[src/rtl/ppc_fuse_pkg.sv]
// Opcode constants and field helpers shared by the update-form instruction fuser.
package ppc_fuse_pkg;

    localparam logic [5:0] OP_LWZ  = 6'd32;
    localparam logic [5:0] OP_LBZ  = 6'd34;
    localparam logic [5:0] OP_LHZ  = 6'd40;
    localparam logic [5:0] OP_STW  = 6'd36;
    localparam logic [5:0] OP_STB  = 6'd38;
    localparam logic [5:0] OP_STH  = 6'd44;
    localparam logic [5:0] OP_ADDI = 6'd14;

    function automatic logic [5:0] insn_opcd(input logic [31:0] insn);
        return insn[31:26];
    endfunction

    function automatic logic [4:0] insn_rt(input logic [31:0] insn);
        return insn[25:21];
    endfunction

    function automatic logic [4:0] insn_ra(input logic [31:0] insn);
        return insn[20:16];
    endfunction

    function automatic logic [15:0] insn_d(input logic [31:0] insn);
        return insn[15:0];
    endfunction

    // A load that overwrites its own base cannot be folded into an update form.
    function automatic logic is_fuse_candidate(input logic [31:0] insn);
        logic [5:0] op;
        logic       is_load;
        logic       is_store;
        op       = insn_opcd(insn);
        is_load  = (op == OP_LWZ) || (op == OP_LBZ) || (op == OP_LHZ);
        is_store = (op == OP_STW) || (op == OP_STB) || (op == OP_STH);
        return (insn_ra(insn) != 5'd0) &&
               (is_store || (is_load && (insn_rt(insn) != insn_ra(insn))));
    endfunction

    function automatic logic [31:0] to_update_form(input logic [31:0] insn);
        return {insn_opcd(insn) + 6'd1, insn[25:0]};
    endfunction

endpackage

[src/rtl/fuse_match.sv]
// Decides whether the incoming instruction is the base-update addi of the held access.
module fuse_match
    import ppc_fuse_pkg::*;
(
    input  logic [31:0] hold_insn,
    input  logic [31:0] hold_pc,
    input  logic [31:0] in_insn,
    input  logic [31:0] in_pc,
    output logic        match,
    output logic        in_candidate,
    output logic [31:0] fused_insn
);

    assign match = (insn_opcd(in_insn) == OP_ADDI) &&
                   (insn_rt(in_insn) == insn_ra(hold_insn)) &&
                   (insn_ra(in_insn) == insn_ra(hold_insn)) &&
                   (insn_d(in_insn) == insn_d(hold_insn)) &&
                   (in_pc == hold_pc + 32'd4);

    assign in_candidate = is_fuse_candidate(in_insn);
    assign fused_insn   = to_update_form(hold_insn);

endmodule

[src/rtl/insn_fuser.sv]
// Recombines a D-form load/store and its following base-register addi into the
// update-form instruction, using a one-entry hold buffer and a registered output.
module insn_fuser
    import ppc_fuse_pkg::*;
#(
    parameter int unsigned HOLD_TIMEOUT = 4
) (
    input  logic        clk,
    input  logic        rst,
    input  logic        flush,
    input  logic        in_valid,
    input  logic [31:0] in_insn,
    input  logic [31:0] in_pc,
    output logic        in_ready,
    output logic        out_valid,
    output logic [31:0] out_insn,
    output logic [31:0] out_pc,
    output logic        out_fused,
    input  logic        out_ready
);

    localparam int unsigned    CntW    = (HOLD_TIMEOUT > 1) ? $clog2(HOLD_TIMEOUT) : 1;
    localparam logic [CntW-1:0] IdleMax = CntW'(HOLD_TIMEOUT - 1);

    typedef enum logic {StEmpty, StHold} state_e;

    state_e          state_q;
    logic [31:0]     hold_insn_q;
    logic [31:0]     hold_pc_q;
    logic [CntW-1:0] idle_cnt_q;
    logic            out_valid_q;
    logic [31:0]     out_insn_q;
    logic [31:0]     out_pc_q;
    logic            out_fused_q;

    logic            match;
    logic            in_candidate;
    logic [31:0]     fused_insn;
    logic            hold_v;
    logic            out_free;
    logic            accept;

    fuse_match u_fuse_match (
        .hold_insn    (hold_insn_q),
        .hold_pc      (hold_pc_q),
        .in_insn      (in_insn),
        .in_pc        (in_pc),
        .match        (match),
        .in_candidate (in_candidate),
        .fused_insn   (fused_insn)
    );

    assign hold_v   = (state_q == StHold);
    assign out_free = ~out_valid_q | out_ready;
    // A held access blocks a non-matching, non-candidate input for one cycle while it drains.
    assign in_ready = ~rst & out_free & ~flush & ~(hold_v & in_valid & ~match & ~in_candidate);
    assign accept   = in_valid & in_ready;

    always_ff @(posedge clk) begin
        if (rst) begin
            state_q     <= StEmpty;
            hold_insn_q <= '0;
            hold_pc_q   <= '0;
            idle_cnt_q  <= '0;
            out_valid_q <= 1'b0;
            out_insn_q  <= '0;
            out_pc_q    <= '0;
            out_fused_q <= 1'b0;
        end else if (flush) begin
            state_q     <= StEmpty;
            idle_cnt_q  <= '0;
            out_valid_q <= 1'b0;
        end else begin
            if (out_ready) begin
                out_valid_q <= 1'b0;
            end
            unique case (state_q)
                StEmpty: begin
                    idle_cnt_q <= '0;
                    if (accept) begin
                        if (in_candidate) begin
                            hold_insn_q <= in_insn;
                            hold_pc_q   <= in_pc;
                            state_q     <= StHold;
                        end else begin
                            out_valid_q <= 1'b1;
                            out_insn_q  <= in_insn;
                            out_pc_q    <= in_pc;
                            out_fused_q <= 1'b0;
                        end
                    end
                end
                StHold: begin
                    if (accept) begin
                        idle_cnt_q  <= '0;
                        out_valid_q <= 1'b1;
                        out_pc_q    <= hold_pc_q;
                        if (match) begin
                            out_insn_q  <= fused_insn;
                            out_fused_q <= 1'b1;
                            state_q     <= StEmpty;
                        end else begin
                            out_insn_q  <= hold_insn_q;
                            out_fused_q <= 1'b0;
                            hold_insn_q <= in_insn;
                            hold_pc_q   <= in_pc;
                        end
                    end else if (in_valid) begin
                        idle_cnt_q <= '0;
                        if (out_free) begin
                            out_valid_q <= 1'b1;
                            out_insn_q  <= hold_insn_q;
                            out_pc_q    <= hold_pc_q;
                            out_fused_q <= 1'b0;
                            state_q     <= StEmpty;
                        end
                    end else if (idle_cnt_q == IdleMax) begin
                        // Counter saturates here until the output register frees up.
                        if (out_free) begin
                            out_valid_q <= 1'b1;
                            out_insn_q  <= hold_insn_q;
                            out_pc_q    <= hold_pc_q;
                            out_fused_q <= 1'b0;
                            state_q     <= StEmpty;
                            idle_cnt_q  <= '0;
                        end
                    end else begin
                        idle_cnt_q <= idle_cnt_q + 1'b1;
                    end
                end
                default: state_q <= StEmpty;
            endcase
        end
    end

    assign out_valid = out_valid_q;
    assign out_insn  = out_insn_q;
    assign out_pc    = out_pc_q;
    assign out_fused = out_fused_q;

endmodule

[config.mk]
export PLATFORM = sky130hd
export DESIGN_NAME = insn_fuser
export DESIGN_NICKNAME = d
export VERILOG_FILES = /design/src/rtl/ppc_fuse_pkg.sv /design/src/rtl/fuse_match.sv /design/src/rtl/insn_fuser.sv
export SDC_FILE = /design/constraint.sdc
export NUM_CORES = 1
export LEC_CHECK = 0
export BUFFER_PORTS_ARGS = -buffer_cell sky130_fd_sc_hd__buf_2
export CAP_MARGIN = 30
export CELL_PAD_IN_SITES_DETAIL_PLACEMENT = 1
export CELL_PAD_IN_SITES_GLOBAL_PLACEMENT = 1
export CORE_ASPECT_RATIO = 0.7
export CORE_MARGIN = 4
export CORE_UTILIZATION = 42
export DETAILED_ROUTE_END_ITERATION = 7
export GPL_TIMING_DRIVEN = 0
export MAX_ROUTING_LAYER = met4
export PLACE_DENSITY_LB_ADDON = 0.25
export SLEW_MARGIN = 20
export SYNTH_ARGS = -nofsm -noshare
export SYNTH_HDL_FRONTEND = slang
export SYNTH_HIERARCHICAL = 1
export SYNTH_SLANG_ARGS = --single-unit
export TNS_END_PERCENT = 30
[constraint.sdc]
create_clock -name clk -period 4.8 [get_ports clk]
set_input_delay 0.96 -clock clk [delete_from_list [all_inputs] [get_ports clk]]
set_output_delay 0.96 -clock clk [all_outputs]
set_load 0.05 [all_outputs]
[Word-level counts from Yosys, hierarchy flattened]
Index checks and enable logic that the tools add are counted.
Cells by class
  equality and inequality tests: 20
  muxes and demuxes: 54
  add/sub/neg operators: 3
  bitwise gates (word level): 15
  reductions and logical operators: 15
Operator list (count)
  $mux W32: 21
  $pmux W32 S2: 4
  $eq A6 B6 Y1 const B: 6
  $add A32 B3 Y32 const B: 1
  $eq A32 B32 Y1: 1
  $mux W1: 21
  $eq A16 B16 Y1: 1
  $eq A5 B5 Y1: 2
  $mux W2: 4
  $ne A2 B2 Y1 const B: 4
  $and A1 B1 Y1: 7
  $not A1 Y1: 7
  $add A6 B1 Y6 const B: 1
  $eq A6 B4 Y1 const B: 1
  $logic_and A1 B1 Y1: 6
  $pmux W1 S2: 3
  $logic_or A1 B1 Y1: 5
  $ne A5 B5 Y1: 1
  $ne A5 B5 Y1 const B: 1
  $reduce_and A5 Y1: 1
  $reduce_bool A5 Y1: 1
  $ne A4 B2 Y1 const B: 1
  $pmux W2 S2: 1
  $reduce_and A4 Y1: 1
  5 further kinds: 5
Word-level totals
  bits of input ports: 69
  output and inout port bits: 67
  bits in registers: 133
  logic and storage cells: 115

[Longest topological paths before layout]
Gate-level depths: netlist (run 1).
  depth after elaboration: 13
  gate-level depth with buffers: 14

[Cells and area by module]
Netlist (run 1), hierarchy kept.
By module, submodules not included
  insn_fuser: area an instance 5641.7 um2, cells each 602, sequential area each 2662.6 um2, times used 1
  fuse_match: area an instance 1640.3 um2, cells each 224, sequential area each 0.0 um2, times used 1

[Worst setup path after synthesis (run 1)]
No wires, ideal clock.
  kind: in2out
  start point: input in_insn[23]
  end point: output in_ready
  arrival time: 3075 ps
  stages on the path: 8
  setup slack: 765 ps
  buffers on the path: 0
  cell sequence: or3_1 -> a22oi_1 -> o221ai_1 -> a2111oi_2 -> o2111ai_1 -> nor4_1 -> o2111a_1 -> o311a_1
On the way
  longest elaborated chain between the ends: 10
  elaborated cells between the ends (all ways): 15
RTL lines
  start: declaration: RTL line insn_fuser.sv:12  | input logic [31:0] in_insn,
  $eq A5 B5 Y1: RTL line fuse_match.sv:15  | (insn_rt(in_insn) == insn_ra(hold_insn)) &&
  $logic_and A1 B1 Y1: RTL line fuse_match.sv:14  | assign match = (insn_opcd(in_insn) == OP_ADDI) &&
  $logic_and A1 B1 Y1: RTL line fuse_match.sv:15
  $logic_and A1 B1 Y1: RTL line fuse_match.sv:16  | (insn_ra(in_insn) == insn_ra(hold_insn)) &&
  $logic_and A1 B1 Y1: RTL line fuse_match.sv:17  | (insn_d(in_insn) == insn_d(hold_insn)) &&
  net match: RTL line insn_fuser.sv:36  | logic match;
  $not A1 Y1: RTL line insn_fuser.sv:56  | assign in_ready = ~rst & out_free & ~flush & ~(hold_v & in_valid & ~match & ~in_candidate);
  $and A1 B1 Y1 (2 in series): RTL line insn_fuser.sv:56
  $not A1 Y1: RTL line insn_fuser.sv:56
  $and A1 B1 Y1: RTL line insn_fuser.sv:56
  end: declaration: RTL line insn_fuser.sv:14  | output logic in_ready,
The timed path passes the listed nets, and every way through them passes these cells.

[Worst setup path in the final report (run 1)]
  start point: register hold_pc_q[2]
  end point: output in_ready
On the way
  longest elaborated chain between the ends: 8
RTL lines
  start: declaration: RTL line insn_fuser.sv:29  | logic [31:0] hold_pc_q;
  start signal: assignment: RTL line insn_fuser.sv:83  | hold_pc_q <= in_pc;
  start signal: assignment: RTL line insn_fuser.sv:106  | hold_pc_q <= in_pc;
  $add A32 B3 Y32: RTL line fuse_match.sv:18  | (in_pc == hold_pc + 32'd4);
  $eq A32 B32 Y1: RTL line fuse_match.sv:18
  $logic_and A1 B1 Y1: RTL line fuse_match.sv:17
  net match: RTL line insn_fuser.sv:36
  $not A1 Y1: RTL line insn_fuser.sv:56
  $and A1 B1 Y1 (2 in series): RTL line insn_fuser.sv:56
  $not A1 Y1: RTL line insn_fuser.sv:56
  $and A1 B1 Y1: RTL line insn_fuser.sv:56
The timed path passes the listed nets, and every way through them passes these cells.

==> report_table.html, run 1 <==
<table>
<tr><th>Metric</th><th>Value</th></tr>
<tr><th colspan="2">Floorplan</th></tr>
<tr><td>Vertical die dimension</td><td>118 um</td></tr>
<tr><td>Die footprint</td><td>0.0195 mm2</td></tr>
<tr><td>Overall die width</td><td>165 um</td></tr>
<tr><td>Core footprint</td><td>0.0166 mm2</td></tr>
<tr><td>Number of ports placed on the die boundary</td><td>136</td></tr>
<tr><td># rows</td><td>39</td></tr>
<tr><td>Initial Utilization</td><td>43.8%</td></tr>
<tr><th colspan="2">Worst setup path</th></tr>
<tr><td>Delay contributed by the slowest stage of the critical path</td><td>0.45 ns</td></tr>
<tr><td>Arrival time of the worst setup path</td><td>3.67 ns</td></tr>
<tr><td>Data required time of the critical path</td><td>3.84 ns</td></tr>
<tr><td>Worst r2r src</td><td>hold_pc_q[2]$_SDFFE_PP0P_</td></tr>
<tr><td>Critical Path End Type</td><td>primary output</td></tr>
<tr><td>Critical Path Start Type</td><td>flip-flop</td></tr>
<tr><td>Worst-case register-to-register setup slack</td><td>0.35 ns</td></tr>
<tr><td>Type of the setup path with the least slack</td><td>flip-flop to primary output</td></tr>
<tr><td>Highest net fanout along the worst path</td><td>7</td></tr>
<tr><td>Capture point of the worst reg-to-reg path</td><td>hold_insn_q[31]$_SDFFE_PP0P_</td></tr>
<tr><td>Number of cells on the worst reg-to-reg path</td><td>14</td></tr>
<tr><td>Critical-path cell list</td><td>ha_1 -&gt; nand3_2 -&gt; nor4_4 -&gt; a31oi_1 -&gt; a2111oi_2 -&gt; o2111ai_1 -&gt; nor4_1 -&gt; o2111a_2 -&gt; o311a_1 -&gt; buf_2</td></tr>
<tr><td>Crit path max-delay cell type</td><td>sky130_fd_sc_hd__dfxtp_1</td></tr>
<tr><th colspan="2">Synthesis</th></tr>
<tr><td>Share of synthesized cell area in full adder, half adder and majority cells</td><td>0.515%</td></tr>
<tr><td>Nets in the synthesized netlist</td><td>898</td></tr>
<tr><td>Synthesized instance count</td><td>826</td></tr>
<tr><td>Count leader, synth</td><td>sky130_fd_sc_hd__nor2_1</td></tr>
<tr><td>Avg Synthesized Cell Area</td><td>8.82 um2</td></tr>
<tr><td>Dominant synthesized flop cell</td><td>sky130_fd_sc_hd__dfxtp_1</td></tr>
<tr><td>Summed instance area of the synthesized netlist</td><td>0.00728 mm2</td></tr>
<tr><td>Share of synthesized area spent on multiplexers</td><td>13.6%</td></tr>
<tr><td>Portion of the post-synthesis area used by sequential elements</td><td>36.6%</td></tr>
<tr><td>Post-synthesis share of cell area spent on and, or, nand and nor gates</td><td>20.2%</td></tr>
<tr><td>EDFF count, synth</td><td>0</td></tr>
<tr><td>Async set-reset flop share out of synthesis</td><td>0%</td></tr>
<tr><td>Synth area leader</td><td>sky130_fd_sc_hd__dfxtp_1</td></tr>
<tr><td>Share of the synthesized area in the top cell type</td><td>36.6%</td></tr>
<tr><td>Number of register bits inferred by synthesis</td><td>133</td></tr>
<tr><td>Fraction of synthesized cell area in xor and xnor cells</td><td>8.42%</td></tr>
<tr><td>Count of synthesis-stage warnings from yosys</td><td>6</td></tr>
<tr><td>Most instantiated cells after synthesis</td><td>sky130_fd_sc_hd__nor2_1 (142), sky130_fd_sc_hd__dfxtp_1 (133), sky130_fd_sc_hd__mux2i_1 (99), sky130_fd_sc_hd__xor2_1 (42), sky130_fd_sc_hd__nand2_1 (41)</td></tr>
<tr><td>Compound-gate portion of the synthesized area</td><td>14.3%</td></tr>
<tr><td>Most area-consuming cells after synthesis</td><td>sky130_fd_sc_hd__dfxtp_1 (37%), sky130_fd_sc_hd__mux2i_1 (14%), sky130_fd_sc_hd__nor2_1 (7.3%), sky130_fd_sc_hd__xor2_1 (5.1%), sky130_fd_sc_hd__a311oi_1 (4.0%)</td></tr>
<tr><td>Main combinational cell family by area after synthesis</td><td>simple AND/OR/NAND/NOR gates</td></tr>
<tr><td>Post-synthesis cell type count</td><td>56</td></tr>
<tr><th colspan="2">Layout</th></tr>
<tr><td>Net total in the final layout</td><td>1054</td></tr>
<tr><td>Post-Route Utilization</td><td>53.2%</td></tr>
<tr><td>Design Area, Final</td><td>0.00885 mm2</td></tr>
<tr><td>Layout cell share with drive strength beyond 1</td><td>26.7%</td></tr>
<tr><td>Area growth syn-to-layout</td><td>21.6%</td></tr>
<tr><td>Number of non-filler instances in the completed layout</td><td>1224</td></tr>
<tr><th colspan="2">Routing</th></tr>
<tr><td>Total number of vias</td><td>6739</td></tr>
<tr><td>Max Used Layer</td><td>met4</td></tr>
<tr><td>Iteration-0 DRC count of the detailed router</td><td>373</td></tr>
<tr><td>Average via count per standard cell</td><td>5.51</td></tr>
<tr><td>DRC errors left</td><td>0</td></tr>
<tr><td>Routed WL per cell</td><td>19.2 um</td></tr>
<tr><td>Number of detailed-route iterations in the first pass</td><td>5</td></tr>
<tr><td>Length of routed met3 wiring</td><td>1340 um</td></tr>
<tr><td>Number of antenna-violating nets in the routed design</td><td>0</td></tr>
<tr><td>Wl on met1</td><td>11800 um</td></tr>
<tr><td>Final wirelength</td><td>23500 um</td></tr>
<tr><td>Routed met2 length</td><td>10100 um</td></tr>
<tr><th colspan="2">Flow run</th></tr>
<tr><td>Max Cap Violations</td><td>0</td></tr>
<tr><th colspan="2">Placed design</th></tr>
<tr><td>Cell area after placement</td><td>0.00824 mm2</td></tr>
<tr><td>DP Cell Count</td><td>1187</td></tr>
<tr><td>Last weighted congestion value of the routability-driven placer</td><td>0.851</td></tr>
<tr><td>Setup WS pre-CTS</td><td>-0.344 ns</td></tr>
<tr><td>Port buffer count</td><td>135</td></tr>
<tr><td>Total half-perimeter wirelength after legalization and detailed placement</td><td>17200 um</td></tr>
<tr><th colspan="2">Hold path</th></tr>
<tr><td>Hold path depth</td><td>2</td></tr>
<tr><td>Worst min path class</td><td>flip-flop to flip-flop</td></tr>
<tr><td>End point of the most critical hold path</td><td>out_insn[23]$_SDFFE_PP0P_</td></tr>
<tr><td>Hold Startpoint</td><td>out_insn[23]$_SDFFE_PP0P_</td></tr>
<tr><th colspan="2">Power and ir drop</th></tr>
<tr><td>Maximum vdd drop</td><td>0.171 mV</td></tr>
<tr><td>Post-layout power</td><td>2.75 mW</td></tr>
<tr><td>Portion of total power attributed to the clock network</td><td>46.3%</td></tr>
<tr><td>Sequential group share of total power</td><td>41.6%</td></tr>
<tr><td>Internal Pwr Total</td><td>1.99 mW</td></tr>
<tr><td>Static leakage</td><td>3.95 nW</td></tr>
<tr><td>Power per cell area</td><td>311 mW/mm2</td></tr>
<tr><td>Switch share</td><td>27.7%</td></tr>
<tr><td>Switching component of the power</td><td>0.761 mW</td></tr>
<tr><td>Combinational share of power</td><td>12.1%</td></tr>
<tr><th colspan="2">GRT</th></tr>
<tr><td>Wire length of the first global-routing pass</td><td>37400 um</td></tr>
<tr><td>Largest net degree at the start of global routing</td><td>17</td></tr>
<tr><td>Vias in the first global route</td><td>6785</td></tr>
<tr><td>Initial antenna violation count</td><td>3</td></tr>
<tr><td>Gr usage total</td><td>25.0%</td></tr>
<tr><td>GRT Residual Overflow</td><td>0</td></tr>
<tr><th colspan="2">Timing</th></tr>
<tr><td>Tightest Pin Transition</td><td>0.988 ns</td></tr>
<tr><td>Final worst hold slack</td><td>0.494 ns</td></tr>
<tr><td>Final worst setup slack</td><td>0.174 ns</td></tr>
<tr><td>Period minus WS final</td><td>4.63 ns</td></tr>
<tr><td>Setup violations, final</td><td>0</td></tr>
<tr><td>Share of the clock period used by the worst path</td><td>96.4%</td></tr>
<tr><td>Layout Skew</td><td>0.0109 ns</td></tr>
<tr><td>Setup TNS Final</td><td>0 ns</td></tr>
<tr><td>Tightest slew margin relative to the limit</td><td>33.5%</td></tr>
<tr><td>Final count of hold timing violations</td><td>0</td></tr>
<tr><td>F_max</td><td>216 MHz</td></tr>
<tr><td>Setup repair after global routing missed its margin</td><td>false</td></tr>
<tr><td>Pins over their slew limit</td><td>0</td></tr>
<tr><th colspan="2">Clocking</th></tr>
<tr><td>Max Buffers Root-to-Sink</td><td>2</td></tr>
<tr><td>Clock root buffer</td><td>sky130_fd_sc_hd__clkbuf_16</td></tr>
<tr><td>Clock tree from TritonCTS</td><td>yes</td></tr>
<tr><td>Clock edge transition at the registers on the reported setup and hold paths</td><td>0.06 ns</td></tr>
<tr><td>Number of buffers inserted during clock tree synthesis</td><td>17</td></tr>
<tr><td>Maximum level of the CTS H-tree</td><td>4</td></tr>
<tr><td>Clk Latency, worst-skew pair</td><td>0.44 ns</td></tr>
<tr><td>Num Clock Sinks</td><td>133</td></tr>
<tr><th colspan="2">Outcome</th></tr>
<tr><td>Result of the run</td><td>finished, final reports clean</td></tr>
</table>
[worst max-delay path by stage]
stage	depth (start not counted)	to	start	slack [ns]
floorplan	8	in_ready	in_insn[23]	0.76
global placement	13	out_insn[5]$_SDFFE_PP0P_	in_insn[23]	-0.33
global route	10	in_ready	hold_pc_q[2]$_SDFFE_PP0P_	0.01
detailed placement	14	out_insn[15]$_SDFFE_PP0P_	in_insn[23]	-0.34
finish	10	in_ready	hold_pc_q[2]$_SDFFE_PP0P_	0.17
CTS	10	in_ready	hold_pc_q[2]$_SDFFE_PP0P_	0.04
[state kept, by name (all words and copies together), names as in the netlist]
register and count:
out_pc 32, idle_cnt_q 2, hold_v 1, out_fused 1
hold_pc_q 32, hold_insn_q 32, out_valid 1, out_insn 32
[what timing repair did]
action,4_1_cts,5_1_grt
gates resized for setup,1,5
buffers inserted,1,0
endpoints found under the hold margin,0,0
hold buffers,0,0
setup endpoints to repair,31,83
pin swaps,2,0
[cells by family (layout without fill, tap and decap cells)]
| family | Yosys count | count (layout) |
|---|---|---|
| other | 0 | 4 |
| AO/OA/AOI/OAI | 133 | 133 |
| buffers and inverters | 84 | 253 |
| flip-flops | 133 | 133 |
| XOR/XNOR | 70 | 70 |
| multiplexers | 99 | 99 |
| adder cells (fa/ha/maj) | 3 | 3 |
| AND/OR/NAND/NOR | 304 | 304 |
[power groups by stage]
stage / Clock (mW) / Combinational [mW] / Sequential, mW
finish: 1.27 / 0.333 / 1.14
global route: 1.34 / 0.358 / 1.15
CTS: 1.29 / 0.331 / 1.14
detailed placement: 0 / 0.327 / 1.17
global placement: 0 / 0.322 / 1.17
floorplan: 0 / 0.136 / 1.24
[layout make-up]
type / instances / area [um2]
sequential: 133 / 2660
tap: 225 / 282
multi-input combinational: 609 / 4180
clock buffer: 20 / 467
timing repair buffer: 137 / 688
buffer: 80 / 450
antenna: 4 / 10.0
inverter: 4 / 15.0
fill: 2007 / 7780
clock inverter: 12 / 105
[placed cells by master, fill, tap and decap left out, types with 33 or more instances in the layout]
cell type	synthesis	final
sky130_fd_sc_hd__a311oi_1	33	33
sky130_fd_sc_hd__buf_2	17	153
sky130_fd_sc_hd__xor2_1	42	42
sky130_fd_sc_hd__or2_2	33	33
sky130_fd_sc_hd__mux2i_1	99	99
sky130_fd_sc_hd__a211oi_1	34	34
sky130_fd_sc_hd__o211ai_1	33	33
sky130_fd_sc_hd__nor2_1	142	142
sky130_fd_sc_hd__dfxtp_1	133	133
sky130_fd_sc_hd__nand2_1	41	41
[metal layers]
metal / vias up / track usage [%]
li1: 3259 / -
met1: 3278 / 36.2
met2: 172 / 34.9
met3: 30 / 5.01
met4: 0 / 7.78
met5: - / -
[critical path: cells and delay by family, from the launching register on]
kind | cells | cell delay (ns)
DFF | 1 | 0.45
buffers and inverters | 1 | 0.27
AOI/OAI and AO/OA | 5 | 1.34
adders and majority gates | 1 | 0.27
and+or+nand+nor | 3 | 0.88
(Power assumes the default switching activity.)
==> run 2, diff against run 1 <==
--- a/config.mk
+++ b/config.mk
@@ -11,7 +11,7 @@
 export CELL_PAD_IN_SITES_GLOBAL_PLACEMENT = 1
 export CORE_ASPECT_RATIO = 0.7
 export CORE_MARGIN = 4
-export CORE_UTILIZATION = 42
+export CORE_UTILIZATION = 38
 export DETAILED_ROUTE_END_ITERATION = 7
 export GPL_TIMING_DRIVEN = 0
 export MAX_ROUTING_LAYER = met4
==> constraint.sdc (replaced) <==
create_clock -name clk -period 4.16 [get_ports clk]
set_input_delay 0.832 -clock clk [delete_from_list [all_inputs] [get_ports clk]]
set_output_delay 0.832 -clock clk [all_outputs]
set_load 0.05 [all_outputs]
==> report_table.html, run 2 (synthesis gave the netlist of run 1 again) <==
<table>
<tr><th>Metric</th><th>Value</th></tr>
<tr><th colspan="2">Floorplan</th></tr>
<tr><td>Die footprint</td><td>0.0215 mm2</td></tr>
<tr><td>Initial Utilization</td><td>38.6%</td></tr>
<tr><td>Vertical die dimension</td><td>124 um</td></tr>
<tr><td>Number of ports placed on the die boundary</td><td>136</td></tr>
<tr><td>Core footprint</td><td>0.0189 mm2</td></tr>
<tr><td>Overall die width</td><td>173 um</td></tr>
<tr><td># rows</td><td>42</td></tr>
<tr><th colspan="2">Worst setup path</th></tr>
<tr><td>Origin of the worst setup path</td><td>hold_pc_q[6]$_SDFFE_PP0P_</td></tr>
<tr><td>Highest net fanout along the worst path</td><td>7</td></tr>
<tr><td>Number of cells on the worst reg-to-reg path</td><td>15</td></tr>
<tr><td>Delay contributed by the slowest stage of the critical path</td><td>0.45 ns</td></tr>
<tr><td>Critical-path cell list</td><td>nand4_4 -&gt; buf_4 -&gt; or4_1 -&gt; nor4_2 -&gt; xnor2_1 -&gt; o2111ai_1 -&gt; nor4_2 -&gt; o2111a_2 -&gt; o311a_1 -&gt; buf_6</td></tr>
<tr><td>Arrival time of the worst setup path</td><td>3.21 ns</td></tr>
<tr><td>Crit path max-delay cell type</td><td>sky130_fd_sc_hd__or4_1</td></tr>
<tr><td>Critical Path Start Type</td><td>flip-flop</td></tr>
<tr><td>Worst r2r src</td><td>hold_pc_q[6]$_SDFFE_PP0P_</td></tr>
<tr><td>Type of the setup path with the least slack</td><td>flip-flop to primary output</td></tr>
<tr><td>Cell mode on critical path</td><td>sky130_fd_sc_hd__nor4_2</td></tr>
<tr><td>Data required time of the critical path</td><td>3.33 ns</td></tr>
<tr><td>Critical Path End Type</td><td>primary output</td></tr>
<tr><th colspan="2">Timing</th></tr>
<tr><td>Share of the clock period used by the worst path</td><td>97.1%</td></tr>
<tr><td>Tightest slew margin relative to the limit</td><td>43.8%</td></tr>
<tr><td>Tightest Pin Transition</td><td>0.843 ns</td></tr>
<tr><td>Pins over their slew limit</td><td>0</td></tr>
<tr><td>Final count of hold timing violations</td><td>0</td></tr>
<tr><td>F_max</td><td>247 MHz</td></tr>
<tr><td>Period minus WS final</td><td>4.04 ns</td></tr>
<tr><td>Layout Skew</td><td>0.0109 ns</td></tr>
<tr><td>Setup violations, final</td><td>0</td></tr>
<tr><th colspan="2">Placed design</th></tr>
<tr><td>Cell area after placement</td><td>0.00827 mm2</td></tr>
<tr><td>Last weighted congestion value of the routability-driven placer</td><td>0.860</td></tr>
<tr><td>Port buffer count</td><td>135</td></tr>
<tr><td>Total half-perimeter wirelength after legalization and detailed placement</td><td>17700 um</td></tr>
<tr><th colspan="2">Clocking</th></tr>
<tr><td>Max Buffers Root-to-Sink</td><td>2</td></tr>
<tr><td>Number of buffers inserted during clock tree synthesis</td><td>17</td></tr>
<tr><td>Num Clock Sinks</td><td>133</td></tr>
<tr><td>Maximum level of the CTS H-tree</td><td>4</td></tr>
<tr><td>Clock tree from TritonCTS</td><td>yes</td></tr>
<tr><td>Clk Latency, worst-skew pair</td><td>0.43 ns</td></tr>
<tr><td>Clock edge transition at the registers on the reported setup and hold paths</td><td>0.06 ns</td></tr>
<tr><td>Clock root buffer</td><td>sky130_fd_sc_hd__clkbuf_16</td></tr>
<tr><th colspan="2">Layout</th></tr>
<tr><td>Most used cells in the layout excluding fill and tap cells</td><td>sky130_fd_sc_hd__buf_2 (155), sky130_fd_sc_hd__nor2_1 (142), sky130_fd_sc_hd__dfxtp_1 (119), sky130_fd_sc_hd__mux2i_1 (99)</td></tr>
<tr><td>Post-Route Utilization</td><td>48.6%</td></tr>
<tr><td>Area growth syn-to-layout</td><td>25.9%</td></tr>
<tr><td>Net total in the final layout</td><td>1063</td></tr>
<tr><td>Design Area, Final</td><td>0.00917 mm2</td></tr>
<tr><td>Commonest non-fill, non-tap cell in the layout</td><td>sky130_fd_sc_hd__buf_2</td></tr>
<tr><td>Filler cell count</td><td>2242</td></tr>
<tr><td>Layout cell share with drive strength beyond 1</td><td>30.5%</td></tr>
<tr><th colspan="2">Hold path</th></tr>
<tr><td>Hold path depth</td><td>2</td></tr>
<tr><td>Worst min path class</td><td>flip-flop to flip-flop</td></tr>
<tr><td>Hold Startpoint</td><td>out_fused$_SDFFE_PP0P_</td></tr>
<tr><th colspan="2">Routing</th></tr>
<tr><td>Final wirelength</td><td>24400 um</td></tr>
<tr><td>Total number of vias</td><td>6715</td></tr>
<tr><td>DRC errors left</td><td>0</td></tr>
<tr><td>Number of detailed-route iterations in the first pass</td><td>5</td></tr>
<tr><td>Iteration-0 DRC count of the detailed router</td><td>394</td></tr>
<tr><td>Average via count per standard cell</td><td>5.38</td></tr>
<tr><td>Number of antenna-violating nets in the routed design</td><td>0</td></tr>
<tr><td>Routed WL per cell</td><td>19.6 um</td></tr>
<tr><th colspan="2">GRT</th></tr>
<tr><td>GRT Residual Overflow</td><td>0</td></tr>
<tr><td>Gr usage total</td><td>23.0%</td></tr>
<tr><td>Largest net degree at the start of global routing</td><td>17</td></tr>
<tr><td>Vias in the first global route</td><td>6596</td></tr>
<tr><td>Initial antenna violation count</td><td>3</td></tr>
<tr><td>Wire length of the first global-routing pass</td><td>37800 um</td></tr>
<tr><th colspan="2">Power and ir drop</th></tr>
<tr><td>Static leakage</td><td>4.07 nW</td></tr>
<tr><td>Maximum vdd drop</td><td>0.184 mV</td></tr>
<tr><td>Power per cell area</td><td>362 mW/mm2</td></tr>
<tr><th colspan="2">Outcome</th></tr>
<tr><td>Result of the run</td><td>finished, final reports clean</td></tr>
<tr><th colspan="2">Flow run</th></tr>
<tr><td>Max Cap Violations</td><td>0</td></tr>
</table>
-- run 2: cell types whose count changed in the layout (fill, tap and decap cells not counted), moves of 4 or more --
cell,delta
sky130_fd_sc_hd__buf_4,+11
sky130_fd_sc_hd__dfxtp_2,+8
sky130_fd_sc_hd__dfxtp_4,+6
sky130_fd_sc_hd__nor4_1,-6
sky130_fd_sc_hd__dfxtp_1,-14
sky130_fd_sc_hd__clkbuf_1,-4
sky130_fd_sc_hd__nor4_2,+4
-- run 2: power breakdown --
part	internal, mW	leakage (nW)	switching (mW)
Sequential	1.30	1.09	0.0177
Clock	1.01	0.298	0.605
Combinational	0.130	2.69	0.259
Total	2.44	4.07	0.881
-- run 2: routing by layer --
metal	global-route usage (%)	share of wire, %
met1	33.0	52
met2	33.4	43
met3	4.49	4.3
met4	5.78	0.91
met5	-	0
-- run 2: final timing paths --
path / endpoint / slack, ns
worst max-delay path: in_ready / 0.12
worst min-delay path: out_fused$_SDFFE_PP0P_ / 0.48
worst max register to register: out_insn[2]$_SDFFE_PP0P_ / 0.15
worst min register to register: out_fused$_SDFFE_PP0P_ / 0.48
-- run 2: timing repair --
action | 4_1_cts | 5_1_grt
pin swaps | 9 | 8
resized for setup | 25 | 32
setup buffers | 5 | 6
hold buffers | 0 | 0
setup endpoints to repair | 98 | 91
-- run 2: through the flow --
step	std cells	TNS [ns]	hold slack, ns	power (mW)	setup WS (ns)
2_1_floorplan	826	0	0.445	1.58	0.381
3_3_place_gp	1203	-59.82	0.457	1.72	-0.969
3_5_place_dp	1204	-54.46	0.462	1.73	-0.721
4_1_cts	1241	0	0.472	3.35	0.00398
5_1_grt	1249	-0.0308	0.496	3.43	-0.0252
6_report	1249	0	0.475	3.32	0.119
-- run 2: worst max-delay path, delay by kind of cell, from the launching register on --
kind	cells	cell delay, ns
flops	1	0.40
compound gates	3	0.63
buf+inv	2	0.36
xor+xnor	1	0.18
simple gates	4	1.20
-- run 2: final cells by class --
cell class                      count  area, um2  share of cell area (%)
Sequential cell                   133       2700                    29.4
Antenna cell                        3       7.51                  0.0819
Multi-Input combinational cell    609       4300                    46.9
Clock inverter                     11        148                    1.61
Inverter                            4       15.0                   0.164
Timing Repair Buffer              147        769                    8.39
Buffer                             79        454                    4.95
Tap cell                          242        303                    3.30
Clock buffer                       21        480                    5.24
==> run 3, diff against run 2 <==
==> constraint.sdc (replaced) <==
create_clock -name clk -period 4.16 [get_ports clk]
set_input_delay 0.416 -clock clk [delete_from_list [all_inputs] [get_ports clk]]
set_output_delay 0.416 -clock clk [all_outputs]
set_load 0.05 [all_outputs]
==> report_table.html, run 3 (synthesis gave the netlist of run 1 again) <==
<table>
<tr><th>Metric</th><th>Value</th></tr>
<tr><th colspan="2">Routing</th></tr>
<tr><td>Average via count per standard cell</td><td>5.38</td></tr>
<tr><td>Final wirelength</td><td>24000 um</td></tr>
<tr><td>Total number of vias</td><td>6714</td></tr>
<tr><td>Number of antenna-violating nets in the routed design</td><td>0</td></tr>
<tr><td>DRC errors left</td><td>0</td></tr>
<tr><td>Routed WL per cell</td><td>19.2 um</td></tr>
<tr><td>Iteration-0 DRC count of the detailed router</td><td>413</td></tr>
<tr><td>Number of detailed-route iterations in the first pass</td><td>5</td></tr>
<tr><th colspan="2">Floorplan</th></tr>
<tr><td># rows</td><td>42</td></tr>
<tr><td>Number of ports placed on the die boundary</td><td>136</td></tr>
<tr><td>Core footprint</td><td>0.0189 mm2</td></tr>
<tr><td>Initial Utilization</td><td>38.6%</td></tr>
<tr><td>Overall die width</td><td>173 um</td></tr>
<tr><td>Die footprint</td><td>0.0215 mm2</td></tr>
<tr><td>Vertical die dimension</td><td>124 um</td></tr>
<tr><th colspan="2">Clocking</th></tr>
<tr><td>Num Clock Sinks</td><td>133</td></tr>
<tr><td>Max Buffers Root-to-Sink</td><td>2</td></tr>
<tr><td>Clk Latency, worst-skew pair</td><td>0.42 ns</td></tr>
<tr><td>Clock edge transition at the registers on the reported setup and hold paths</td><td>0.06 ns</td></tr>
<tr><td>Maximum level of the CTS H-tree</td><td>4</td></tr>
<tr><td>Clock tree from TritonCTS</td><td>yes</td></tr>
<tr><td>Number of buffers inserted during clock tree synthesis</td><td>17</td></tr>
<tr><td>Clock root buffer</td><td>sky130_fd_sc_hd__clkbuf_16</td></tr>
<tr><th colspan="2">Layout</th></tr>
<tr><td>Net total in the final layout</td><td>1062</td></tr>
<tr><td>Design Area, Final</td><td>0.00909 mm2</td></tr>
<tr><td>Most used cells in the layout excluding fill and tap cells</td><td>sky130_fd_sc_hd__buf_2 (156), sky130_fd_sc_hd__nor2_1 (142), sky130_fd_sc_hd__dfxtp_1 (127), sky130_fd_sc_hd__mux2i_1 (99), sky130_fd_sc_hd__xor2_1 (42)</td></tr>
<tr><td>Layout cell share with drive strength beyond 1</td><td>29.0%</td></tr>
<tr><td>Filler cell count</td><td>2252</td></tr>
<tr><td>Post-Route Utilization</td><td>48.2%</td></tr>
<tr><td>Area growth syn-to-layout</td><td>24.8%</td></tr>
<tr><td>Number of non-filler instances in the completed layout</td><td>1247</td></tr>
<tr><td>Commonest non-fill, non-tap cell in the layout</td><td>sky130_fd_sc_hd__buf_2</td></tr>
<tr><th colspan="2">Worst setup path</th></tr>
<tr><td>Critical Path Start Type</td><td>flip-flop</td></tr>
<tr><td>Crit path max-delay cell type</td><td>sky130_fd_sc_hd__or4_1</td></tr>
<tr><td>WP buf/inv</td><td>2</td></tr>
<tr><td>Worst-case register-to-register setup slack</td><td>0.12 ns</td></tr>
<tr><td>Highest net fanout along the worst path</td><td>10</td></tr>
<tr><td>Capture point of the worst reg-to-reg path</td><td>out_insn[2]$_SDFFE_PP0P_</td></tr>
<tr><td>Worst r2r src</td><td>hold_pc_q[12]$_SDFFE_PP0P_</td></tr>
<tr><td>Type of the setup path with the least slack</td><td>flip-flop to flip-flop</td></tr>
<tr><td>Delay contributed by the slowest stage of the critical path</td><td>0.58 ns</td></tr>
<tr><td>Critical Path End Type</td><td>flip-flop</td></tr>
<tr><td>Number of cells on the worst reg-to-reg path</td><td>13</td></tr>
<tr><td>Arrival time of the worst setup path</td><td>4.32 ns</td></tr>
<tr><td>Data required time of the critical path</td><td>4.44 ns</td></tr>
<tr><td>Critical-path cell list</td><td>nand3_1 -&gt; or4_1 -&gt; nor4_1 -&gt; xnor2_1 -&gt; o2111ai_1 -&gt; nor4_1 -&gt; o2111a_2 -&gt; nand3b_1 -&gt; or4_1 -&gt; clkbuf_1 -&gt; buf_2 -&gt; o211ai_1 -&gt; a311oi_1</td></tr>
<tr><td>Top Family by Delay on Critical Path</td><td>simple AND/OR/NAND/NOR gates</td></tr>
<tr><th colspan="2">GRT</th></tr>
<tr><td>Met3 GRT Util</td><td>4.64%</td></tr>
<tr><td>GR Layer Usage met1</td><td>32.9%</td></tr>
<tr><td>Most utilized layer in the global route result</td><td>met1</td></tr>
<tr><td>Wire length of the first global-routing pass</td><td>37500 um</td></tr>
<tr><td>Gr usage total</td><td>22.8%</td></tr>
<tr><td>Met2 GRT Util</td><td>32.9%</td></tr>
<tr><td>GRT Residual Overflow</td><td>0</td></tr>
<tr><td>Initial antenna violation count</td><td>2</td></tr>
<tr><td>Largest net degree at the start of global routing</td><td>17</td></tr>
<tr><td>Vias in the first global route</td><td>6559</td></tr>
<tr><th colspan="2">Power and ir drop</th></tr>
<tr><td>Static leakage</td><td>4.07 nW</td></tr>
<tr><td>Maximum vdd drop</td><td>0.183 mV</td></tr>
<tr><td>Power per cell area</td><td>364 mW/mm2</td></tr>
<tr><th colspan="2">Timing</th></tr>
<tr><td>F_max</td><td>248 MHz</td></tr>
<tr><td>Setup violations, final</td><td>0</td></tr>
<tr><td>Period minus WS final</td><td>4.04 ns</td></tr>
<tr><td>Pins over their slew limit</td><td>0</td></tr>
<tr><td>Tightest Pin Transition</td><td>0.920 ns</td></tr>
<tr><td>Final worst setup slack</td><td>0.121 ns</td></tr>
<tr><td>Tightest slew margin relative to the limit</td><td>38.1%</td></tr>
<tr><td>Share of the clock period used by the worst path</td><td>97.1%</td></tr>
<tr><td>Layout Skew</td><td>0.0106 ns</td></tr>
<tr><td>Final count of hold timing violations</td><td>0</td></tr>
<tr><td>Setup TNS Final</td><td>0 ns</td></tr>
<tr><th colspan="2">Placed design</th></tr>
<tr><td>Cell area after placement</td><td>0.00827 mm2</td></tr>
<tr><td>DP Cell Count</td><td>1204</td></tr>
<tr><td>Last weighted congestion value of the routability-driven placer</td><td>0.860</td></tr>
<tr><td>Port buffer count</td><td>135</td></tr>
<tr><td>Setup WS pre-CTS</td><td>-0.713 ns</td></tr>
<tr><td>Total half-perimeter wirelength after legalization and detailed placement</td><td>17700 um</td></tr>
<tr><th colspan="2">Outcome</th></tr>
<tr><td>Result of the run</td><td>finished, final reports clean</td></tr>
<tr><th colspan="2">Hold path</th></tr>
<tr><td>Hold Startpoint</td><td>in_insn[5]</td></tr>
<tr><td>Hold path depth</td><td>3</td></tr>
<tr><td>Worst min path class</td><td>input port to flip-flop</td></tr>
<tr><td>End point of the most critical hold path</td><td>hold_insn_q[5]$_SDFFE_PP0P_</td></tr>
<tr><th colspan="2">Flow run</th></tr>
<tr><td>Max Cap Violations</td><td>0</td></tr>
</table>
==> run 3: cell types whose count changed in the layout (fill, tap and decap cells not counted), moves of 2 or more <==
| cell | delta |
|---|---|
| sky130_fd_sc_hd__dfxtp_1 | +8 |
| sky130_fd_sc_hd__dfxtp_2 | -2 |
| sky130_fd_sc_hd__dfxtp_4 | -6 |
| sky130_fd_sc_hd__nor4_1 | +4 |
| sky130_fd_sc_hd__nor4_2 | -4 |
==> run 3: layout make-up <==
cell class / count / area, um2 / share of cell area [%]
plain buffers: 79 / 454 / 5.00
inverters: 4 / 15.0 / 0.165
flip-flops and latches: 133 / 2670 / 29.4
multi-input cells: 609 / 4260 / 46.8
clock buffers: 21 / 480 / 5.29
clock inverters: 11 / 148 / 1.62
diodes: 2 / 5.00 / 0.0551
well taps: 242 / 303 / 3.33
repair buffers: 146 / 756 / 8.31
==> run 3: power breakdown <==
group	leakage [nW]	switching, mW	internal, mW
Sequential	1.08	0.0176	1.30
Combinational	2.69	0.257	0.129
Clock	0.298	0.600	1.01
Total	4.07	0.874	2.44
==> run 3: worst reg2reg max path: stages (launching register included) <==
cell and delay (ns):
sky130_fd_sc_hd__dfxtp_1 0.48, sky130_fd_sc_hd__nand3_1 0.24, sky130_fd_sc_hd__or4_1 0.58, sky130_fd_sc_hd__nor4_1 0.33, sky130_fd_sc_hd__xnor2_1 0.19, sky130_fd_sc_hd__o2111ai_1 0.14
sky130_fd_sc_hd__nor4_1 0.30, sky130_fd_sc_hd__o2111a_2 0.32, sky130_fd_sc_hd__nand3b_1 0.19, sky130_fd_sc_hd__or4_1 0.44, sky130_fd_sc_hd__clkbuf_1 0.20, sky130_fd_sc_hd__buf_2 0.24
sky130_fd_sc_hd__o211ai_1 0.14, sky130_fd_sc_hd__a311oi_1 0.12
==> run 3: worst max-delay path by stage <==
stage / start / to / cells past startpoint
2_1_floorplan: hold_pc_q[2]$_SDFFE_PP0P_ / out_insn[10]$_SDFFE_PP0P_ / 13
5_1_grt: hold_pc_q[12]$_SDFFE_PP0P_ / hold_insn_q[29]$_SDFFE_PP0P_ / 12
3_3_place_gp: hold_pc_q[2]$_SDFFE_PP0P_ / out_insn[16]$_SDFFE_PP0P_ / 13
3_5_place_dp: hold_pc_q[2]$_SDFFE_PP0P_ / out_insn[11]$_SDFFE_PP0P_ / 14
4_1_cts: hold_pc_q[3]$_SDFFE_PP0P_ / out_insn[24]$_SDFFE_PP0P_ / 14
6_report: hold_pc_q[12]$_SDFFE_PP0P_ / out_insn[2]$_SDFFE_PP0P_ / 13
==> run 3: repair_timing <==
action,4_1_cts,5_1_grt
setup buffers,1,9
pin swaps,2,7
resized for setup,11,20
endpoints found under the setup margin,98,94
hold buffers,0,0
endpoints found under the hold margin,0,0
==> run 3: metrics by stage <==
stage | hold WS, ns | power [mW]
after floorplan | 0.445 | 1.58
after global placement | 0.457 | 1.72
after detailed placement | 0.462 | 1.73
after CTS | 0.245 | 3.34
after global routing | 0.269 | 3.43
final | 0.263 | 3.31
==> run 3: routing by layer <==
metal | vias up | wire length, um
met1 | 3252 | 12500
met5 | - | 0
met4 | 0 | 216
met3 | 18 | 1150
met2 | 158 | 10100
li1 | 3286 | -
